--- src/rtl/chrom_eval_pkg.sv ---
// chrom_eval_pkg: shared state encoding and index-width helpers for chrom_evaluator
package chrom_eval_pkg;
  typedef enum logic [2:0] {IDLE, CLEAR, SETTLE, SAMPLE, DONE, RELEASE} state_t;
  localparam int NUM_SEQ_DEF = 32;
  localparam int SEQ_IDX_W = $clog2(NUM_SEQ_DEF);
  function automatic int idx_w(input int n);
    return (n > 1) ? $clog2(n) : 1;
  endfunction
endpackage

--- src/rtl/chrom_evaluator_err_accum.sv ---
// err_accum: per-channel error counter; saturates with CHROM_EVAL_SATURATE_EN, wraps otherwise
module err_accum #(
  parameter int ERR_W = 32
) (
  input  logic             clk,
  input  logic             rst_n,
  input  logic             clr,
  input  logic             inc,
  output logic [ERR_W-1:0] cnt
);
`ifdef CHROM_EVAL_SATURATE_EN
  logic bump;
  assign bump = inc && !(&cnt);
`else
  logic bump;
  assign bump = inc;
`endif
  always_ff @(posedge clk or negedge rst_n)
    if (!rst_n) cnt <= '0;
    else cnt <= clr ? '0 : bump ? cnt + 1'b1 : cnt;
endmodule

--- src/rtl/chrom_evaluator.sv ---
// chrom_evaluator: walks stored vectors through the candidate circuit and counts masked output errors
// Accumulator overflow set by CHROM_EVAL_SATURATE_EN (saturate) or wrap when undefined.
module chrom_evaluator
  import chrom_eval_pkg::*;
#(
  parameter int NUM_SEQ       = 32,
  parameter int IN_W          = 32,
  parameter int OUT_W         = 8,
  parameter int ERR_W         = 32,
  parameter int SETTLE_CYCLES = 4
) (
  input  logic                     clk_clk,
  input  logic                     reset_reset_n,
  input  logic                     start_processing_chrom,
  input  logic                     done_processing_feedback,
  input  logic [31:0]              sequences_to_process,
  input  logic [NUM_SEQ*IN_W-1:0]  input_sequence,
  input  logic [NUM_SEQ*OUT_W-1:0] expected_output,
  input  logic [NUM_SEQ*OUT_W-1:0] valid_output,
  output logic [IN_W-1:0]          circ_in,
  input  logic [OUT_W-1:0]         circ_out,
  output logic                     ready_to_process,
  output logic                     done_processing_chrom,
  output logic [OUT_W*ERR_W-1:0]   error_sum
);
  localparam int IW = idx_w(NUM_SEQ);
  state_t state;
  logic [31:0] count;
  logic [IW-1:0] idx, idx_n;
  logic [15:0] settle;
  logic [OUT_W-1:0] sync1, sync2, mism;
  logic abort, clr, last;
  logic start, fb;
  assign start = start_processing_chrom;
  assign fb = done_processing_feedback;
  assign idx_n = idx + 1'b1;
  assign abort = !start && (state == CLEAR || state == SETTLE || state == SAMPLE);
  assign clr = state == CLEAR || abort;
  assign last = 32'(idx) == count - 32'd1;
  assign mism = (sync2 ^ expected_output[int'(idx)*OUT_W +: OUT_W]) & valid_output[int'(idx)*OUT_W +: OUT_W];
  genvar g;
  for (g = 0; g < OUT_W; g++) begin : g_acc
    err_accum #(.ERR_W(ERR_W)) u_acc (
      .clk(clk_clk),
      .rst_n(reset_reset_n),
      .clr(clr),
      .inc(state == SAMPLE && start && mism[g]),
      .cnt(error_sum[g*ERR_W +: ERR_W])
    );
  end
  // circ_out may be asynchronous to the stimulus, so it is resynchronised
  always_ff @(posedge clk_clk or negedge reset_reset_n)
    if (!reset_reset_n) {sync2, sync1} <= '0;
    else {sync2, sync1} <= {sync1, circ_out};
  always_ff @(posedge clk_clk or negedge reset_reset_n)
    if (!reset_reset_n) begin
      state <= IDLE;
      ready_to_process <= 1'b0;
      done_processing_chrom <= 1'b0;
      circ_in <= '0;
      count <= '0;
      idx <= '0;
      settle <= '0;
    end else if (abort) begin
      state <= IDLE;
      ready_to_process <= 1'b1;
    end else begin
      case (state)
        IDLE: begin
          ready_to_process <= !start;
          if (start) begin
            state <= CLEAR;
            count <= sequences_to_process > 32'(NUM_SEQ) ? 32'(NUM_SEQ) : sequences_to_process;
          end
        end
        CLEAR: begin
          idx <= '0;
          settle <= '0;
          circ_in <= input_sequence[IN_W-1:0];
          state <= count == 32'd0 ? DONE : SETTLE;
        end
        SETTLE:
          if (settle == 16'(SETTLE_CYCLES - 2)) state <= SAMPLE;
          else settle <= settle + 16'd1;
        SAMPLE:
          if (last) state <= DONE;
          else begin
            idx <= idx_n;
            settle <= '0;
            circ_in <= input_sequence[int'(idx_n)*IN_W +: IN_W];
            state <= SETTLE;
          end
        DONE: begin
          done_processing_chrom <= !fb;
          if (fb) state <= RELEASE;
        end
        RELEASE:
          if (!start && !fb) begin
            state <= IDLE;
            ready_to_process <= 1'b1;
          end
        default: state <= IDLE;
      endcase
    end
endmodule

--- config.mk ---
export PLATFORM = sky130hd
export DESIGN_NAME = chrom_evaluator
export DESIGN_NICKNAME = d
export VERILOG_FILES = /design/src/rtl/chrom_eval_pkg.sv /design/src/rtl/chrom_evaluator_err_accum.sv /design/src/rtl/chrom_evaluator.sv
export SDC_FILE = /design/constraint.sdc
export NUM_CORES = 1
export LEC_CHECK = 0
export CAP_MARGIN = 5
export CELL_PAD_IN_SITES_DETAIL_PLACEMENT = 1
export CELL_PAD_IN_SITES_GLOBAL_PLACEMENT = 2
export CORE_AREA = 10 10 724 726
export CTS_BUF_LIST = sky130_fd_sc_hd__clkbuf_16
export CTS_CLUSTER_SIZE = 40
export DETAILED_ROUTE_END_ITERATION = 6
export DIE_AREA = 0 0 734 736
export GPL_TIMING_DRIVEN = 0
export PLACE_DENSITY = 0.38
export SETUP_SLACK_MARGIN = 0.3
export SLEW_MARGIN = 10
export SYNTH_ARGS = -nofsm -noshare
export SYNTH_HDL_FRONTEND = slang
export SYNTH_SLANG_ARGS = --single-unit
export TNS_END_PERCENT = 20
--- constraint.sdc ---
create_clock -name clk_clk -period 4.25 [get_ports clk_clk]
set_clock_uncertainty 0.2 [all_clocks]
set_input_delay 0.6375 -clock clk_clk [delete_from_list [all_inputs] [get_ports clk_clk]]
set_output_delay 0.6375 -clock clk_clk [all_outputs]
set_load 0.005 [all_outputs]
**Yosys cells after proc, flatten, opt, wreduce, memory -nomap -nowiden**

Index checks and enable logic that the tools add are counted.

- Logic and storage cells: 118
- Output and inout port bits: 290
- Bits in registers: 362

- Equality and inequality tests: 13
- Bitwise logic cells: 3
- Multiplexer cells: 35
- Shift-type cells: 3
- Magnitude comparators: 1
- Add/sub/neg operators: 11
- Reductions and logical operators: 35

Operators by type and width:

| operator | number |
|---|---|
| $shiftx 1024x11->32 | 1 |
| $mux 32 | 18 |
| $shiftx 256x9->8 | 2 |
| $add 32x1->32 const B | 8 |
| $pmux 32 s2 | 1 |
| $pmux 16 s3 | 1 |
| $eq 5x32->1 | 1 |
| $gt 32x6->1 const B | 1 |
| $logic_not 32->1 | 1 |
| $mux 16 | 2 |
| $sub 32x1->32 const B | 1 |
| $mux 3 | 7 |
| $pmux 3 s6 | 1 |
| $reduce_bool 2->1 | 9 |
| $add 16x1->16 const B | 1 |
| $eq 16x2->1 const B | 1 |
| $logic_and 1x1->1 | 11 |
| $pmux 5 s2 | 1 |
| $ne 3x3->1 const B | 3 |
| $and 8x8->8 | 1 |
| $reduce_and 4->1 | 2 |
| $xor 8x8->8 | 1 |
| $eq 3x2->1 const B | 2 |
| $eq 3x3->1 const B | 2 |
| other kinds (14) | 22 |

**Logic depth before layout (Yosys ltp)**

- Depth after elaboration: 6
- Depth in mapped cells: 17
- Depth with buffers taken out: 10

**Cells and area by module**

From an unflattened synthesis, not the netlist that was laid out.

- Cell total of the unflattened synthesis: 2802
- Area total of the unflattened synthesis: 30633.1 um^2

Modules (own cells, without submodules):

| module | cells an instance | seq. area each (um^2) | times used | area an instance (um^2) |
|---|---|---|---|---|
| chrom_evaluator | 1338 | 2652.5 | 1 | 16920.0 |
| err_accum | 183 | 800.8 | 8 | 1714.1 |

**Worst setup path before layout**

No wires, ideal clock.

- Kind: register to register
- Start point: register count[0]
- End point: register settle[1]
- Arrival: 3.486 ns
- Stages on the path, launching flop included: 13
- Path slack: 0.440 ns
- Clock period less this slack: 3.810 ns
- Path through: dfrtp_1 -> inv_1 -> ha_1 -> clkbuf_1 -> or3b_2 -> or4_1 -> nor3_1 -> xor2_1 -> or4_1 -> or3_1 -> clkbuf_1 -> nand2_1 -> mux2_2

- Word-level cells in the longest chain between the ends: 4

Ends and longest elaborated chain:

| element | RTL line | text |
|---|---|---|
| from (decl) | chrom_evaluator.sv:28 | `logic [31:0] count;` |
| from (signal assigned) | chrom_evaluator.sv:73 | `count <= sequences_to_process > 32'(NUM_SEQ) ? 32'(NUM_SEQ) : sequences_to_process;` |
| $sub 32x1->32 | chrom_evaluator.sv:39 | `assign last = 32'(idx) == count - 32'd1;` |
| $eq 5x32->1 | chrom_evaluator.sv:39 |  |
| $ne 2x2->1 (no source line) | n/a |  |
| $reduce_and 4->1 (no source line) | n/a |  |
| to (signal assigned) | chrom_evaluator.sv:84 | `else settle <= settle + 16'd1;` |
| to (decl) | chrom_evaluator.sv:30 | `logic [15:0] settle;` |

No other way between the ends.
A chain may end at the register's enable or synchronous reset.

**Worst setup path in the final report**

- Start point: register idx[0]
- End point: register circ_in[10]

- Word-level cells in the longest chain between the ends: 4
- Elaborated cells between the ends (all ways): 7
- Those cells by class: 1 x add/sub; 2 x eq/ne; 1 x shift; 2 x mux; 1 x reduce/logical

Ends and longest elaborated chain:

| element | RTL line | text |
|---|---|---|
| from (decl) | chrom_evaluator.sv:29 | `logic [IW-1:0] idx, idx_n;` |
| from (signal assigned) | chrom_evaluator.sv:88 | `idx <= idx_n;` |
| $add 5x1->5 | chrom_evaluator.sv:36 | `assign idx_n = idx + 1'b1;` |
| $shiftx 1024x11->32 | chrom_evaluator.sv:90 | `circ_in <= input_sequence[int'(idx_n)*IN_W +: IN_W];` |
| $mux 32 | chrom_evaluator.sv:86 | `if (last) state <= DONE;` |
| $pmux 32 s2 | chrom_evaluator.sv:68 | `case (state)` |
| to (signal assigned) | chrom_evaluator.sv:79 | `circ_in <= input_sequence[IN_W-1:0];` |
| to (signal assigned) | chrom_evaluator.sv:90 |  |
| to (decl) | chrom_evaluator.sv:20 | `output logic [IN_W-1:0] circ_in,` |

Several ways; a longest one is shown, not always the timed one. The select of a mux whose other input is x is not followed.

==> metrics.txt <==
status=finished with violations; failing checks=negative setup slack; final worst slack=-476 ps; CTS H-tree lvls=2; Worst EP arrival=5120 ps; IO buf count=roughly 1,900; drt total wl=476,000 µm; critical hold path startpoint=circ_out[3]; clk root buf=clkbuf_16; Cell variety after synth=77; vias in the first global route=38,800; Post-synth EDFFs=0; clock sinks=about 360; core area=0.508 mm²; max_cap viols=0; period utilization=111%; Worst Setup End Kind=flip-flop; Via density=around 3.1; die width=734 µm; largest net degree at the start of global routing=76; RSZ-0062 raised after global routing=true; Reg2Reg Setup Slack=-480 ps; clock latency on the worst-skew pair=730 ps; Cell Rows=~260; Starting Density=5.97%; Worst Path Required=~4700 ps; CP max-delay cell=mux4_2; Reg-to-Reg End=circ_in[10]; Overall Global Routing Usage=around 17%; Post-Synthesis Cells=2,724; fin crit period=4730 ps; ys flop type=dfrtp_1; Most common cell on crit path=buf_16; GP Congestion=0.866; Num CTS Buffers=61; Synth Net Count=4,316; hold path endpoint=sync1[3]; drt wl/cell=approximately 40 µm; drt first pass iters=5; Pins Over Slew Limit=0; CP Depth=16; delay-heaviest family, CP=buffers and inverters; Startpoint Class=flip-flop; IO Pins=about 1,900; R2R depth=16; CTS clk-pin slew, worst paths=roughly 60 ps; final antenna-violating net count=0; Total Nets Final=6,442; commonest non-fill, non-tap cells in the layout=clkdlybuf4s50_1 (1,867), mux4_2 (453), dfrtp_1 (358), nor2_1 (251), nand2_1 (172); sequential cell area=0.00907 mm²; slew margin rel.=14.2%; Buf+Inv Stages, Crit Path=10; async set-reset flop share out of synthesis=between 90% and 100%; Max stage delay on crit path=roughly 710 ps; Fin. Hold Viols=0; cell breakdown of the critical path=buf_16 > buf_16 > buf_16 > buf_16 > buf_16 > buf_16 > buf_16 > buf_16 > buf_16 > buf_6 > mux4_2 > mux4_2 > mux2i_1 > nor2_1 > a21oi_1 > o21ai_1; most common library cell in the layout ignoring fill and taps=clkdlybuf4s50_1; Avg Inst Size Synth=11.2 µm²; Power Dens Cells=roughly 540 mW/mm²; Reg-to-Reg Start=idx[0]; die area=0.540 mm²; VDD IR max=0.414 mV; post-DP HPWL=422,000 µm; post-synthesis sequential area ratio=a little under 30%; Synth warnings=0; initial antenna violation count=310; Die Y=736 µm; DRC violations left=0; Worst Path Max Fanout=12; FF+latch count, synth=362; CTS max path bufs=3; Post-Synthesis Cell Area=0.0304 mm²; CTS tree=done; Pleak=0.0215 µW; hold crit path type=input port to flip-flop; fin util=12.7%; Setup CP Type=flip-flop to flip-flop; Worst Tran Pin Value=1290 ps; # setup viols final=~260; total congestion overflow=0; FMAX=approximately 210 MHz; first-pass GRT wire length=between 500,000 and 600,000 µm; share of cells above drive strength 1=~22%; Hold Crit Depth=1; fill cell count=58,900; synthesis-to-layout area growth=113%; area of the multi-input gates=0.0211 mm²; TNS Setup=-56,890 ps; drt first-iter violations=2,434; hold_ws=153 ps; vias=37,100
-- final cells by class --
type                            instances  area share (%)
Clock buffer                           62            2.40
Buffer                                220            3.41
Sequential cell                       362            14.0
Tap cell                             6732            13.0
Timing Repair Buffer                 2063            32.9
Antenna cell                          195           0.754
Inverter                               63           0.369
Clock inverter                         43           0.470
Multi-Input combinational cell       2079            32.6
-- through the flow --
step	instances	power, µW	area, µm²	setup WS, ps
2_1_floorplan	2724	12100	30400	440
3_3_place_gp	11300	27900	57500	-19310
3_5_place_dp	11400	28700	58500	-4990
4_1_cts	11600	36000	62900	-632
5_1_grt	11800	36600	64600	-572
6_report	11800	35000	64800	-476
-- cell families after synthesis --
family | synth area share, %
AOI/OAI and AO/OA | 7.36
xor gates and xnor gates | 5.28
adders and majority gates | 0.494
buffers and inverters | 4.36
DFF | 29.8
muxes | 36.0
and+or+nand+nor | 16.7
-- state kept, by name, indices dropped and copies added, names as in the netlist --
name and count:
g_acc.u_acc.cnt 256, circ_in 32, count 32, settle 16
sync1 8, sync2 8, idx 5, state 3
done_processing_chrom 1, ready_to_process 1
-- report_power, final --
group / total, µW / internal, µW / leakage [µW] / switching [µW]
combinational: 26200 / 9660 / 0.0156 / 16500
clock: 5000 / 2780 / 0.000956 / 2220
sequential: 3850 / 3670 / 0.00495 / 182
-- what timing repair did --
item / CTS / global route
hold buffers: 1 / 0
gates cloned: 2 / 3
hold endpoints to repair: 148 / 0
setup buffers: 100 / 46
setup endpoints to repair: 311 / 309
gates resized for setup: 350 / 250
pin swaps: 54 / 50
-- synth_stat cells (4+ instances only) --
master / n / area [µm²]
or2_2: 6 / 37.5
clkbuf_1: 131 / 492
nand2b_1: 7 / 43.8
buf_12: 4 / 80.1
a22o_1: 7 / 61.3
nor2_1: 258 / 968
buf_2: 41 / 205
nor3b_1: 5 / 37.5
and3_1: 53 / 332
dfrtp_1: 362 / 9060
o21ai_0: 104 / 521
or4_1: 27 / 203
nor2b_1: 10 / 62.6
nor4_1: 44 / 275
and4_1: 19 / 166
inv_1: 62 / 233
nand3b_1: 12 / 90.1
o31ai_1: 28 / 210
o22ai_1: 8 / 50.1
mux2_2: 6 / 67.6
a211oi_1: 5 / 37.5
a31oi_1: 16 / 100
or3_1: 48 / 300
buf_6: 11 / 124
xor2_1: 84 / 736
and2_1: 40 / 250
ha_1: 12 / 150
nand2_1: 183 / 687
o21a_1: 17 / 128
mux4_2: 452 / 10200
o31a_1: 4 / 35.0
o211ai_1: 12 / 90.1
buf_4: 17 / 128
mux2i_1: 67 / 671
a21oi_1: 114 / 571
nand3_1: 107 / 536
o2111ai_1: 4 / 35.0
nor3_1: 71 / 355
xnor2_1: 99 / 867
nand4_1: 79 / 494
a21o_1: 5 / 37.5
a22oi_1: 18 / 135
buf_1: 16 / 60.1
-- worst max-delay path by stage --
stage / start / to / slack [ps]
2_1_floorplan: count[0] / settle[1] / 440
3_3_place_gp: reset_reset_n / idx[0] / -19310
3_5_place_dp: idx[1] / g_acc[3].u_acc.cnt[31] / -4990
4_1_cts: idx[1] / g_acc[3].u_acc.cnt[16] / -630
5_1_grt: idx[0] / circ_in[2] / -570
6_report: idx[0] / circ_in[10] / -480
-- layer usage --
| layer | global-route usage [%] | vias up | share of wire, % |
|---|---|---|---|
| met5 | 0 | - | 0.17 |
| met3 | 5.02 | 568 | 7.3 |
| met1 | 18.7 | 19400 | 38 |
| met2 | 31.7 | 1858 | 52 |
| li1 | - | 15200 | - |
| met4 | 2.56 | 126 | 2.5 |
Power figures use the tool's default switching activity.
